File: config.mk
export PLATFORM = sky130hd
export DESIGN_NAME = data_sram_ctrl
export DESIGN_NICKNAME = d
export VERILOG_FILES = /design/src/rtl/data_sram_ctrl_pkg.sv /design/src/rtl/data_sram_ctrl.sv
export SDC_FILE = /design/constraint.sdc
export NUM_CORES = 1
export LEC_CHECK = 0
export ABC_AREA = 1
export CORE_MARGIN = 5
export CORE_UTILIZATION = 39
export DETAILED_ROUTE_END_ITERATION = 12
export PLACE_DENSITY = 0.87
export SLEW_MARGIN = 20
export SYNTH_ARGS = -nofsm -noshare
export SYNTH_HDL_FRONTEND = slang
export SYNTH_SLANG_ARGS = --single-unit
export TNS_END_PERCENT = 1
File: constraint.sdc
create_clock -name clk -period 1.7 [get_ports clk]
set_clock_uncertainty 0.15 [all_clocks]
set_input_delay 0.17 -clock clk [delete_from_list [all_inputs] [get_ports clk]]
set_output_delay 0.17 -clock clk [all_outputs]
set_load 0.01 [all_outputs]
File: src/rtl/data_sram_ctrl_pkg.sv
// Shared types and constants for the data-side SRAM controller.
// Holds the FSM state encoding and the byte-enable decode used during ACCESS.
package data_sram_ctrl_pkg;

    typedef enum logic [1:0] {
        SRAM_IDLE   = 2'd0,
        SRAM_ACCESS = 2'd1,
        SRAM_DONE   = 2'd2
    } sram_state_e;

    localparam logic [31:0] ZERO_WORD = 32'h0000_0000;
    localparam logic [3:0]  BE_NONE_N = 4'b1111;

    // Reads enable every lane; writes enable only the requested lanes (active-low).
    function automatic logic [3:0] access_be_n(input logic is_wr, input logic [3:0] we);
        return is_wr ? ~we : 4'b0000;
    endfunction

endpackage

File: src/rtl/data_sram_ctrl.sv
// Data-side memory responder: runs one MEM-stage load/store against an external
// asynchronous SRAM and holds the pipeline until the access has finished.
module data_sram_ctrl
    import data_sram_ctrl_pkg::*;
#(
    parameter int ADDR_W      = 20,
    parameter int WAIT_CYCLES = 2
) (
    input  logic              clk,
    input  logic              rst,
    input  logic              mem_ce_i,
    input  logic [3:0]        mem_we_i,
    input  logic [31:0]       mem_addr_i,
    input  logic [31:0]       mem_data_i,
    output logic [31:0]       mem_data_o,
    output logic              stallreq_o,
    output logic [ADDR_W-1:0] sram_addr_o,
    output logic [31:0]       sram_dq_o,
    input  logic [31:0]       sram_dq_i,
    output logic              sram_dq_oe,
    output logic              sram_ce_n,
    output logic              sram_oe_n,
    output logic              sram_we_n,
    output logic [3:0]        sram_be_n
);

    localparam logic [3:0] CNT_LOAD = 4'(WAIT_CYCLES - 1);

    sram_state_e       state_q, state_d;
    logic [3:0]        cnt_q, cnt_d;
    logic              abandoned_q, abandoned_d;
    logic [31:0]       rdata_q, rdata_d;
    logic [ADDR_W-1:0] addr_q, addr_d;
    logic [31:0]       wdata_q, wdata_d;
    logic [3:0]        we_q, we_d;
    logic              is_wr_q, is_wr_d;

    logic              ce_n_q, ce_n_d;
    logic              oe_n_q, oe_n_d;
    logic              we_n_q, we_n_d;
    logic              dq_oe_q, dq_oe_d;
    logic [3:0]        be_n_q, be_n_d;

    logic              unused_addr_bits;
    assign unused_addr_bits = ^{mem_addr_i[31:ADDR_W+2], mem_addr_i[1:0]};

    always_ff @(posedge clk) begin
        if (rst) begin
            state_q     <= SRAM_IDLE;
            cnt_q       <= 4'd0;
            abandoned_q <= 1'b0;
            rdata_q     <= ZERO_WORD;
            addr_q      <= '0;
            wdata_q     <= ZERO_WORD;
            we_q        <= 4'b0000;
            is_wr_q     <= 1'b0;
            ce_n_q      <= 1'b1;
            oe_n_q      <= 1'b1;
            we_n_q      <= 1'b1;
            dq_oe_q     <= 1'b0;
            be_n_q      <= BE_NONE_N;
        end else begin
            state_q     <= state_d;
            cnt_q       <= cnt_d;
            abandoned_q <= abandoned_d;
            rdata_q     <= rdata_d;
            addr_q      <= addr_d;
            wdata_q     <= wdata_d;
            we_q        <= we_d;
            is_wr_q     <= is_wr_d;
            ce_n_q      <= ce_n_d;
            oe_n_q      <= oe_n_d;
            we_n_q      <= we_n_d;
            dq_oe_q     <= dq_oe_d;
            be_n_q      <= be_n_d;
        end
    end

    always_comb begin
        state_d = state_q;
        case (state_q)
            SRAM_IDLE:   if (mem_ce_i) state_d = SRAM_ACCESS;
            SRAM_ACCESS: if (cnt_q == 4'd0) state_d = SRAM_DONE;
            SRAM_DONE:   state_d = SRAM_IDLE;
            default:     state_d = SRAM_IDLE;
        endcase
    end

    // A flushed access still runs to completion so an SRAM write is never cut short.
    always_comb begin
        cnt_d       = cnt_q;
        abandoned_d = abandoned_q;
        rdata_d     = rdata_q;
        addr_d      = addr_q;
        wdata_d     = wdata_q;
        we_d        = we_q;
        is_wr_d     = is_wr_q;
        case (state_q)
            SRAM_IDLE: begin
                if (mem_ce_i) begin
                    addr_d      = mem_addr_i[ADDR_W+1:2];
                    wdata_d     = mem_data_i;
                    we_d        = mem_we_i;
                    is_wr_d     = |mem_we_i;
                    cnt_d       = CNT_LOAD;
                    abandoned_d = 1'b0;
                end
            end
            SRAM_ACCESS: begin
                if (!mem_ce_i) abandoned_d = 1'b1;
                if (cnt_q == 4'd0) begin
                    if (!is_wr_q) rdata_d = sram_dq_i;
                end else begin
                    cnt_d = cnt_q - 4'd1;
                end
            end
            default: ;
        endcase
    end

    // Strobes are decoded from the upcoming state and registered, so the pins never glitch.
    always_comb begin
        ce_n_d  = 1'b1;
        oe_n_d  = 1'b1;
        we_n_d  = 1'b1;
        dq_oe_d = 1'b0;
        be_n_d  = BE_NONE_N;
        if (state_d == SRAM_ACCESS) begin
            ce_n_d = 1'b0;
            be_n_d = access_be_n(is_wr_d, we_d);
            if (is_wr_d) begin
                dq_oe_d = 1'b1;
                we_n_d  = (cnt_d == 4'd0);
            end else begin
                oe_n_d  = 1'b0;
            end
        end
    end

    assign stallreq_o  = mem_ce_i && !(state_q == SRAM_DONE && !abandoned_q);
    assign mem_data_o  = rdata_q;
    assign sram_addr_o = addr_q;
    assign sram_dq_o   = wdata_q;
    assign sram_dq_oe  = dq_oe_q;
    assign sram_ce_n   = ce_n_q;
    assign sram_oe_n   = oe_n_q;
    assign sram_we_n   = we_n_q;
    assign sram_be_n   = be_n_q;

endmodule

; After elaboration in Yosys (flattened, before gate mapping)
; Index checks and enable logic that the tools add are counted.
[word_totals]
reg_bits = 104
in_bits = 103
elab_cells = 53
[op_classes]
addsub = 1
eq_ne = 5
n_mux = 16
bitwise = 4
reduce_logical = 14
[ops]
columns = operator, count
row1 = 4-bit 2-to-1 mux, 5
row2 = 4-bit logical NOT, 2
row3 = 4-bit one-hot mux with 2 select lines, 1
row4 = 1-bit 2-to-1 mux, 6
row5 = 3-bit AND reduction, 2
row6 = "2-bit by 1-bit equality test with 1-bit output, second input constant", 2
row7 = 2-bit 2-to-1 mux, 2
row8 = "2-bit inequality test, second input constant", 2
row9 = 4-bit NOT, 1
row10 = 2-bit one-hot mux with 2 select lines, 1
row11 = 4-bit OR reduction, 1
row12 = "4-bit by 1-bit subtractor with 4-bit output, second input constant", 1
row13 = 1-bit NOT, 3
row14 = 3-bit OR reduction, 1
row15 = "2-bit equality test, second input constant", 1
row16 = 1-bit logical AND, 2
row17 = 1-bit logical NOT, 2
row18 = 2-bit logical NOT, 1
row19 = 1-bit one-hot mux with 2 select lines, 1
row20 = 2-bit AND reduction, 1
row21 = 2-bit nonzero test, 1
row22 = 2-bit OR reduction, 1

; Logic depth before layout (Yosys ltp)
; Gate-level depths: netlist (run 1).
[logic_depth]
word_depth = 6
ltp_mapped = 9
ltp_nobuf = 9

; Worst setup path before layout (run 1)
; No wires, ideal clock.
[synth_path]
path_type = reg-to-reg
start = reg cnt_q[0]
end = reg rdata_q[10] (netlist: mem_data_o[10])
setup_ns = 0.116
arrival_ns = 1.221
path_slack_ns = 0.214
stages_incl_launch_ff = 9
cell_sequence = dfxtp_1 -> inv_1 -> ha_1 -> nand2_2 -> nor3_4 -> inv_2 -> buf_2 -> nor2_1 -> nor2_1
[synth_via]
elab_chain_cells = 2
[synth_lines]
columns = item, line
row1 = from (decl), data_sram_ctrl.sv:30  ; logic [3:0] cnt_q, cnt_d;
row2 = from (signal assigned), data_sram_ctrl.sv:64  ; cnt_q <= cnt_d;
row3 = 4-bit logical NOT, data_sram_ctrl.sv:111  ; if (cnt_q == 4'd0) begin
row4 = 3-bit AND reduction (no source line), n/a
row5 = to (signal assigned), data_sram_ctrl.sv:66  ; rdata_q <= rdata_d;
row6 = to (decl), data_sram_ctrl.sv:32  ; logic [31:0] rdata_q, rdata_d;
; No other way between the ends.
; A chain may end at the register's enable or synchronous reset.

; Worst setup path after layout (run 1)
[layout_path]
start = reg cnt_q[0]
end = reg rdata_q[21] (netlist: mem_data_o[21])
; Same word-level chain as after synthesis.

==> results by stage, run 1 <==
Timing:
- Setup violations remaining at the end of the flow were counted as 0.
- For this run, the top clock speed supported by timing is 0.605 GHz.
- For the pin with the worst max-slew slack, the measured transition is 299 ps.
- The worst hold margin is 234 ps.
- The final period utilization is 0.972.
- The number of slew-limit violations in the final report is 0.
- The routed design could run at a clock period as short as 1650 ps.
- The worst slew margin relative to its limit is 0.801.
- The number of hold-slack violations in the final timing report came to 0.
- The slack of the critical path is 47.5 ps.

Hold path:
- The path with the worst hold slack has its endpoint at mem_data_o[11].
- In this run the worst hold path is classified as in -> reg.
- The startpoint identified for the worst hold timing path is sram_dq_i[11].
- The cell depth of the worst min-delay path is 3.

Setup path:
- STA classifies the critical path endpoint as a flop.
- The worst-case register-to-register setup slack is 50 ps.
- The combined buffer and inverter count along the critical path is 3.
- The worst register-to-register path ends at mem_data_o[21].
- Of all nets on the critical path, the largest fanout is 10.
- On the worst path, the slowest cell contributes a delay of 340 ps.
- The dominant delay contributor by cell family on the critical path is simple AND/OR/NAND/NOR gates.
- The startpoint identified for the worst register-to-register timing path is cnt_q[0].
- By startpoint and endpoint, the worst setup path is classified as reg -> reg.
- The worst-case reg-to-reg path depth is 8.
- The slowest stage of the critical path belongs to the cell dfxtp_1.
- The most critical setup path has its startpoint at cnt_q[0].
- Traced cell by cell, the critical path runs through inv_2 > ha_4 > nand2_2 > nor3_4 > buf_12 > buf_4 > o21ai_0 > nor2_1.
- The endpoint required time on the critical path is 1840 ps.
- The arrival time of data at the critical path endpoint is 1790 ps.
- STA classifies the critical path startpoint as a flop.

Clock network:
- TritonCTS built the clock tree.
- The number of buffers on the longest clock path is 2.
- The number of clock sinks is 104.
- Clock-pin slew was measured on the worst setup and hold paths at 110 ps.
- In this run the clock root is driven by a clkbuf_8.
- The later pin in the worst-skew pair is clocked with a latency of 340 ps.
- The total number of H-tree levels is 3.
- The count of hold buffers inserted by post-cts repair is 0.
- In this run, CTS created clock tree buffers numbering 9.

Finish:
- Once layout is complete, the cells apart from fillers number 770.
- The final layout contains 758 nets.
- The filler cell count is 766.
- The share of layout cells above drive strength 1 is 0.0789.
- The area growth from synthesis to layout is 61.7%.
- The number of antenna diodes in the final layout is 0.
- The final instance area is 5910 sq um.

Yosys:
- The number of synthesis warnings is 0.
- Counting flops with a built-in enable in the synthesized netlist gives 0.
- The number of distinct library cells after synthesis is 22.
- The post-synthesis async set-or-reset flop share is 0.
- A synthesized cell averages 7.82 sq um.
- dfxtp_1 takes more of the synthesized area than any other cell.
- The xor-xnor portion of the synthesized cell area is 0.00240.
- The share of the Yosys chip area taken by registers is 0.570.
- The cell area after synthesis is 3650 sq um.
- In the post-synthesis netlist, the biggest area contributors are dfxtp_1 (57%), nor2_1 (19%), o21ai_0 (12%), nand2_1 (2.3%), buf_2 (1.8%).
- The share of the synthesized area in compound gates (AO/OA/AOI/OAI) is 0.135.
- The share of Yosys cell area claimed by the top area cell type is 0.570.
- The combinational family with the most area after synthesis is simple AND/OR/NAND/NOR gates.
- The number of instances in the synthesized netlist is 467.
- By count the netlist is led by nor2_1 (183), dfxtp_1 (104), o21ai_0 (87), nand2_1 (22), clkbuf_1 (14).
- For this run, the leading register cell type out of synthesis is dfxtp_1.
- Of the total synthesized cell area, the portion taken by AND, OR, NAND and NOR gates is 0.235.
- The post-synthesis mux area share is 0.00274.
- Of the total synthesized cell area, the portion taken by full adders, half adders and majority gates is 0.00343.
- The number of nets in the synthesized netlist is 571.
- The register bit total from synthesis is 104.
- The most frequently used cell type in the post-synthesis netlist is nor2_1.

Route:
- After detailed routing, the number of remaining DRC violations is 0.
- The post-detailed-route via-to-cell ratio is 4.76.
- The sum of routed wire length over all layers is 10.9 mm.
- Detailed routing inserted a total of 3669 vias.
- In the final routed layout, each cell accounts on average for 14.2 um.
- The iteration count of the initial detailed-routing pass is 4.
- The first routing iteration left 174 violations.
- The detail route stage leaves a number of antenna-violating nets equal to 0.

Global routing:
- In the global route stage, overall resource usage came out at 0.185.
- The number of global-route vias before repair is 3696.
- The total congestion overflow is 0.
- The pin count of the biggest net entering global routing is 43.
- The first global-routing pass estimated 17.1 mm of wire.
- The number of antenna violations at the first check in global routing came to 0.

Flow run:
- The tool flagged a number of max-cap violations equal to 0.

Power and ir drop:
- The total power after layout is 5.69 mW.
- The power density over cell area is 963 nW/um^2.
- The worst IR drop on VDD is 460 uV.
- In this run the static leakage power is 2.44 nW.

Floorplanning:
- The vertical die dimension is 107 um.
- After floorplanning, the core was divided into 35 placement rows.
- The die outline area is 11400 sq um.
- The starting utilization of the core area is 0.397.
- The die is 107 um wide.
- In this run the count of I/O pins placed on the die edge is 196.
- The floorplan core area is 9200 sq um.

Placed design:
- The weighted congestion at the end of routability-driven global placement is 0.756.
- Timing analysis after detailed placement gives a worst setup slack of -69.5 ps.
- In this run, placement finished with an instance count of 751.
- The count of buffers added on input and output ports is 183.
- After detailed placement, the total cell area comes to 5650 sq um.
- The detailed placement HPWL is 8.13 mm.

Run status:
- The flow ran to the end, and the final reports show no timing, DRC or antenna violations.
[power breakdown]
part           leakage, nW  total (mW)  internal, mW  switching, mW
logic                 1.48        1.37         0.751          0.619
registers            0.857        2.78          2.67          0.111
clock network        0.104        1.54         0.695          0.843
[routing by layer]
layer,vias to the layer above,part of all wire,track usage
li1,1854,-,-
met1,1661,0.41,0.206
met2,144,0.49,0.319
met3,10,0.095,0.0783
met4,0,0.010,0.0566
met5,-,0,0
[worst max-delay path by stage]
stage	endpoint	slack [ps]	cells after the start
2_1_floorplan	mem_data_o[10]	210	8
3_3_place_gp	stallreq_o	-110	4
3_5_place_dp	stallreq_o	-70	4
4_1_cts	mem_data_o[23]	-50	7
5_1_grt	mem_data_o[6]	-20	8
6_report	mem_data_o[21]	50	8
[through the flow]
step           utilization  TNS [ps]
2_1_floorplan            -         0
3_3_place_gp         0.614      -108
3_5_place_dp         0.614      -470
4_1_cts              0.635      -793
5_1_grt              0.642     -79.8
6_report             0.642         0
[kinds of logic after synthesis]
family / after synthesis
muxes: 1
DFF: 104
and+or+nand+nor: 219
adders and majority gates: 1
xor gates and xnor gates: 1
AOI/OAI and AO/OA: 97
buffers and inverters: 44
[worst register-to-register path: cells and delay by family (launching register included)]
family | cells | cell delay, ps
simple gates | 3 | 430
buf+inv | 3 | 420
flops | 1 | 340
fa+ha+maj | 1 | 160
compound gates | 1 | 90
[area by class of cell]
| type | instances | area (sq um) | area share |
|---|---|---|---|
| Sequential cell | 104 | 2080 | 0.352 |
| Tap cell | 111 | 139 | 0.0235 |
| Inverter | 16 | 65.1 | 0.0110 |
| Timing Repair Buffer | 204 | 2020 | 0.343 |
| Clock buffer | 9 | 124 | 0.0210 |
| Clock inverter | 7 | 75.1 | 0.0127 |
| Multi-Input combinational cell | 319 | 1400 | 0.237 |
[state kept, by name, indices dropped and copies added (netlist names)]
name	cells
mem_data_o	32
sram_dq_o	32
sram_addr_o	20
cnt_q	4
sram_be_n	4
we_q	4
state_q	2
abandoned_q	1
is_wr_q	1
sram_ce_n	1
sram_dq_oe	1
sram_oe_n	1
sram_we_n	1
[cells in the final DEF (no fill, tap or decap), types with 2 or more instances in the layout]
cell type and n:
nor3_1 3, nand2_2 2, clkdlybuf4s50_1 182, a21oi_1 6, inv_2 7, inv_6 4, buf_4 17, nand2_1 22
dfxtp_1 104, nand3_1 6, buf_12 2, o21ai_0 87, clkbuf_8 9, nor2_1 183, inv_1 8, a31oi_1 2
clkinv_2 2
[timing repair]
| action | CTS | global route |
|---|---|---|
| cloned | 0 | 1 |
| pin swaps | 0 | 3 |
| endpoints found under the setup margin | 33 | 32 |
| buffers inserted | 0 | 2 |
| resized for setup | 1 | 12 |
No activity file was read; power rests on OpenSTA's default activity.
==> run 2, diff against run 1 <==
--- a/config.mk
+++ b/config.mk
@@ -9,6 +9,7 @@
 export CORE_MARGIN = 5
 export CORE_UTILIZATION = 39
 export DETAILED_ROUTE_END_ITERATION = 12
+export MAX_ROUTING_LAYER = met4
 export PLACE_DENSITY = 0.87
 export SLEW_MARGIN = 20
 export SYNTH_ARGS = -nofsm -noshare
==> run 2 against run 1 <==
Net effect:
- sequential share of layout area unchanged
- cell area unchanged
- routed wire length increased by 0.21%
- clock power about the same
- critical path type unchanged
- non-clock buffer count unchanged
- flip-flop and latch count unchanged
- maximum frequency increased by 1.1%
- hold slack got worse by 5.3 ps
- count of clock-buffer cells in the layout unchanged
- critical endpoint is now mem_data_o[26]
- core utilization unchanged
- via count decreased by 0.11%
- register-to-register slack improved by 20 ps
==> results by stage, run 2 (synthesized netlist as in run 1, its figures left out) <==
Run status:
- The run finished with clean final reports.

Setup path:
- The signal on the critical path passes through inv_2 > ha_4 > nand2_2 > nor3_4 > buf_12 > buf_4 > o21ai_0 > nor2_1.
- The largest stage delay on the critical path came to 330 ps (about the same).
- The combined buffer and inverter count along the critical path came to 3 (unchanged).
- STA classifies the critical path startpoint as a flop.
- The endpoint required time on the critical path is 1840 ps (about the same).
- The worst-case reg-to-reg path depth is 8 (unchanged).
- The class of the most critical setup path is reg -> reg.
- The worst setup path is captured at a flop.
- The arrival time of data at the critical path endpoint was 1770 ps (-20 ps).
- The largest driver fanout on the critical path was 10 (unchanged).
- The cell family contributing the most delay on the critical path is buffers and inverters.
- The number of stages on the worst setup path was 8 (unchanged).
- For this design, the slowest cell found on the critical path is dfxtp_1.

Flow run:
- The max-capacitance violation count is 0 (unchanged).

Floorplanning:
- The starting utilization of the core area was 0.397 (unchanged).
- The number of standard-cell rows in the floorplan is 35 (unchanged).
- The top-level I/O count is 196 (unchanged).
- The die outline area came to 11400 sq um (unchanged).
- The vertical die dimension came to 107 um (unchanged).
- The floorplan core area is 9200 sq um (unchanged).
- The die boundary width was 107 um (unchanged).

Global routing:
- The total global routing track utilization is 0.190 (+0.00547).
- The first-pass GRT wire length is 17.1 mm (unchanged).
- The number of global-route vias before repair is 3692 (-0.11%).
- The pin count of the biggest net entering global routing is 43 (unchanged).
- The total congestion overflow is 0 (unchanged).
- The number of antenna violations at the first check in global routing is 0 (unchanged).

Clock network:
- The clock transition at the register clock pins on the worst setup and hold paths after CTS is 110 ps (about the same).
- TritonCTS built the clock tree.
- The number of CTS-inserted buffers was 9 (unchanged).
- The root buffer cell is clkbuf_8.
- The number of buffers on the longest clock path is 2 (unchanged).
- The insertion delay to the later sink of the worst-skew pair is 350 ps (about the same).
- The total number of H-tree levels is 3 (unchanged).
- The number of clock sinks is 104 (unchanged).

Finish:
- The filler cell count came to 766 (unchanged).
- The library cell used most frequently in the layout, excluding fill and tap cells, is nor2_1.
- The final design utilization was 0.642 (unchanged).
- The number of antenna repair diodes is 0 (unchanged).
- The number of nets in the layout is 758 (unchanged).
- The library cells used most frequently in the layout, excluding fill and tap cells, are nor2_1 (183), clkdlybuf4s50_1 (182), dfxtp_1 (104).
- The share of layout cells above drive strength 1 was 0.0789 (unchanged).
- The number of standard cells in the final layout excluding fillers is 770 (unchanged).
- The area growth from synthesis to final layout is 61.7% (unchanged).

Route:
- The iteration count of the initial detailed-routing pass is 4 (unchanged).
- The number of nets still failing antenna checks after routing came to 0 (unchanged).
- The via count of the routed design was 3665 (-0.11%).
- The sum of routed wire length over all layers came to 11.0 mm (+0.21%).
- The post-route DRC violation count came to 0 (unchanged).
- The DRC marker count from the first detailed-route iteration was 149 (-14%).
- The post-detailed-route via-to-cell ratio is 4.76 (-0.11%).
- The average detailed-routed wire length per instance is 14.2 um (+0.21%).

Timing:
- The final period utilization is 0.961 (-0.0109).
- The post-layout minimum cycle time came to 1630 ps (-18.5 ps).
- The fmax came to 0.612 GHz (+1.1%).
- The number of slew-limit violations in the final report was 0 (unchanged).
- The transition at the pin with the smallest max-transition slack is 297 ps (-2.14 ps).
- The number of hold-slack violations in the final timing report was 0 (unchanged).
- The worst slew margin relative to its limit came to 0.802 (+0.00143).
- The total negative slack is 0 ps (unchanged).
- The total setup violations reported at the end of the flow is 0 (unchanged).

Placed design:
- The detailed placement HPWL was 8.13 mm (unchanged).
- The count of input and output buffers came to 183 (unchanged).
- The number of placed instances with taps included is 751 (unchanged).
- The weighted congestion at the end of routability-driven global placement is 0.766 (+1.3%).

Power and ir drop:
- The total power after layout is 5.70 mW (+0.23%).
- The leakage power is 2.44 nW (unchanged).
- The worst IR drop on VDD is 462 uV (+0.34%).
- The power density over cell area is 965 nW/um^2 (+0.23%).

Hold path:
- The type of the tightest min-delay check is in -> reg.
- The cell depth of the worst min-delay path was 3 (unchanged).
==> run 2: cell counts in the layout (fill, tap and decap cells not counted) <==
Identical to the previous run, type by type.
==> run 2: worst register-to-register path, delay by kind of cell (launching register included) <==
kind                       cells  cell delay [ps]
AOI/OAI and AO/OA              1               80
adders and majority gates      1              160
and+or+nand+nor                3              420
DFF                            1              330
buffers and inverters          3              420
==> run 2: per-layer routing <==
metal / track usage / vias to the layer above / share of wire
li1: - / 1855 / -
met1: 0.220 / 1664 / 0.43
met2: 0.320 / 135 / 0.48
met3: 0.0554 / 11 / 0.080
met4: 0.0594 / 0 / 0.011
met5: - / - / 0
==> run 2: report_power, final <==
part | leakage, nW | total (mW) | internal (mW) | switching, mW
logic | 1.48 | 1.37 | 0.751 | 0.619
clock network | 0.104 | 1.55 | 0.695 | 0.855
registers | 0.857 | 2.78 | 2.67 | 0.112
==> run 2: stage by stage <==
step / area (sq um) / setup slack (ps) / hold WS, ps
6_report: 5910 / 66.0 / 229
5_1_grt: 5910 / -19.9 / 208
4_1_cts: 5840 / -48.7 / 208
3_5_place_dp: 5650 / -69.5 / 322
3_3_place_gp: 5650 / -107 / 313
2_1_floorplan: 3650 / 214 / 155
==> run 2: repair_timing <==
item | CTS | global route
hold buffers | 0 | 0
pin swaps | 0 | 3
buffers inserted | 0 | 2
gates cloned | 0 | 1
endpoints found under the setup margin | 33 | 32
gates resized for setup | 1 | 12
==> run 2: final cells by class <==
type / instances / area, sq um / share of cell area
clock buffer: 9 / 124 / 0.0210
clock inverter: 7 / 75.1 / 0.0127
inverter: 16 / 65.1 / 0.0110
multi-input combinational: 319 / 1400 / 0.237
sequential: 104 / 2080 / 0.352
tap: 111 / 139 / 0.0235
timing repair buffer: 204 / 2020 / 0.343
==> run 2: final timing paths <==
path,slack [ps],endpoint,startpoint
max,70,mem_data_o[26],cnt_q[0]
min,230,mem_data_o[11],sram_dq_i[11]
max reg2reg,70,mem_data_o[26],cnt_q[0]
min reg2reg,340,sram_addr_o[2],sram_addr_o[2]
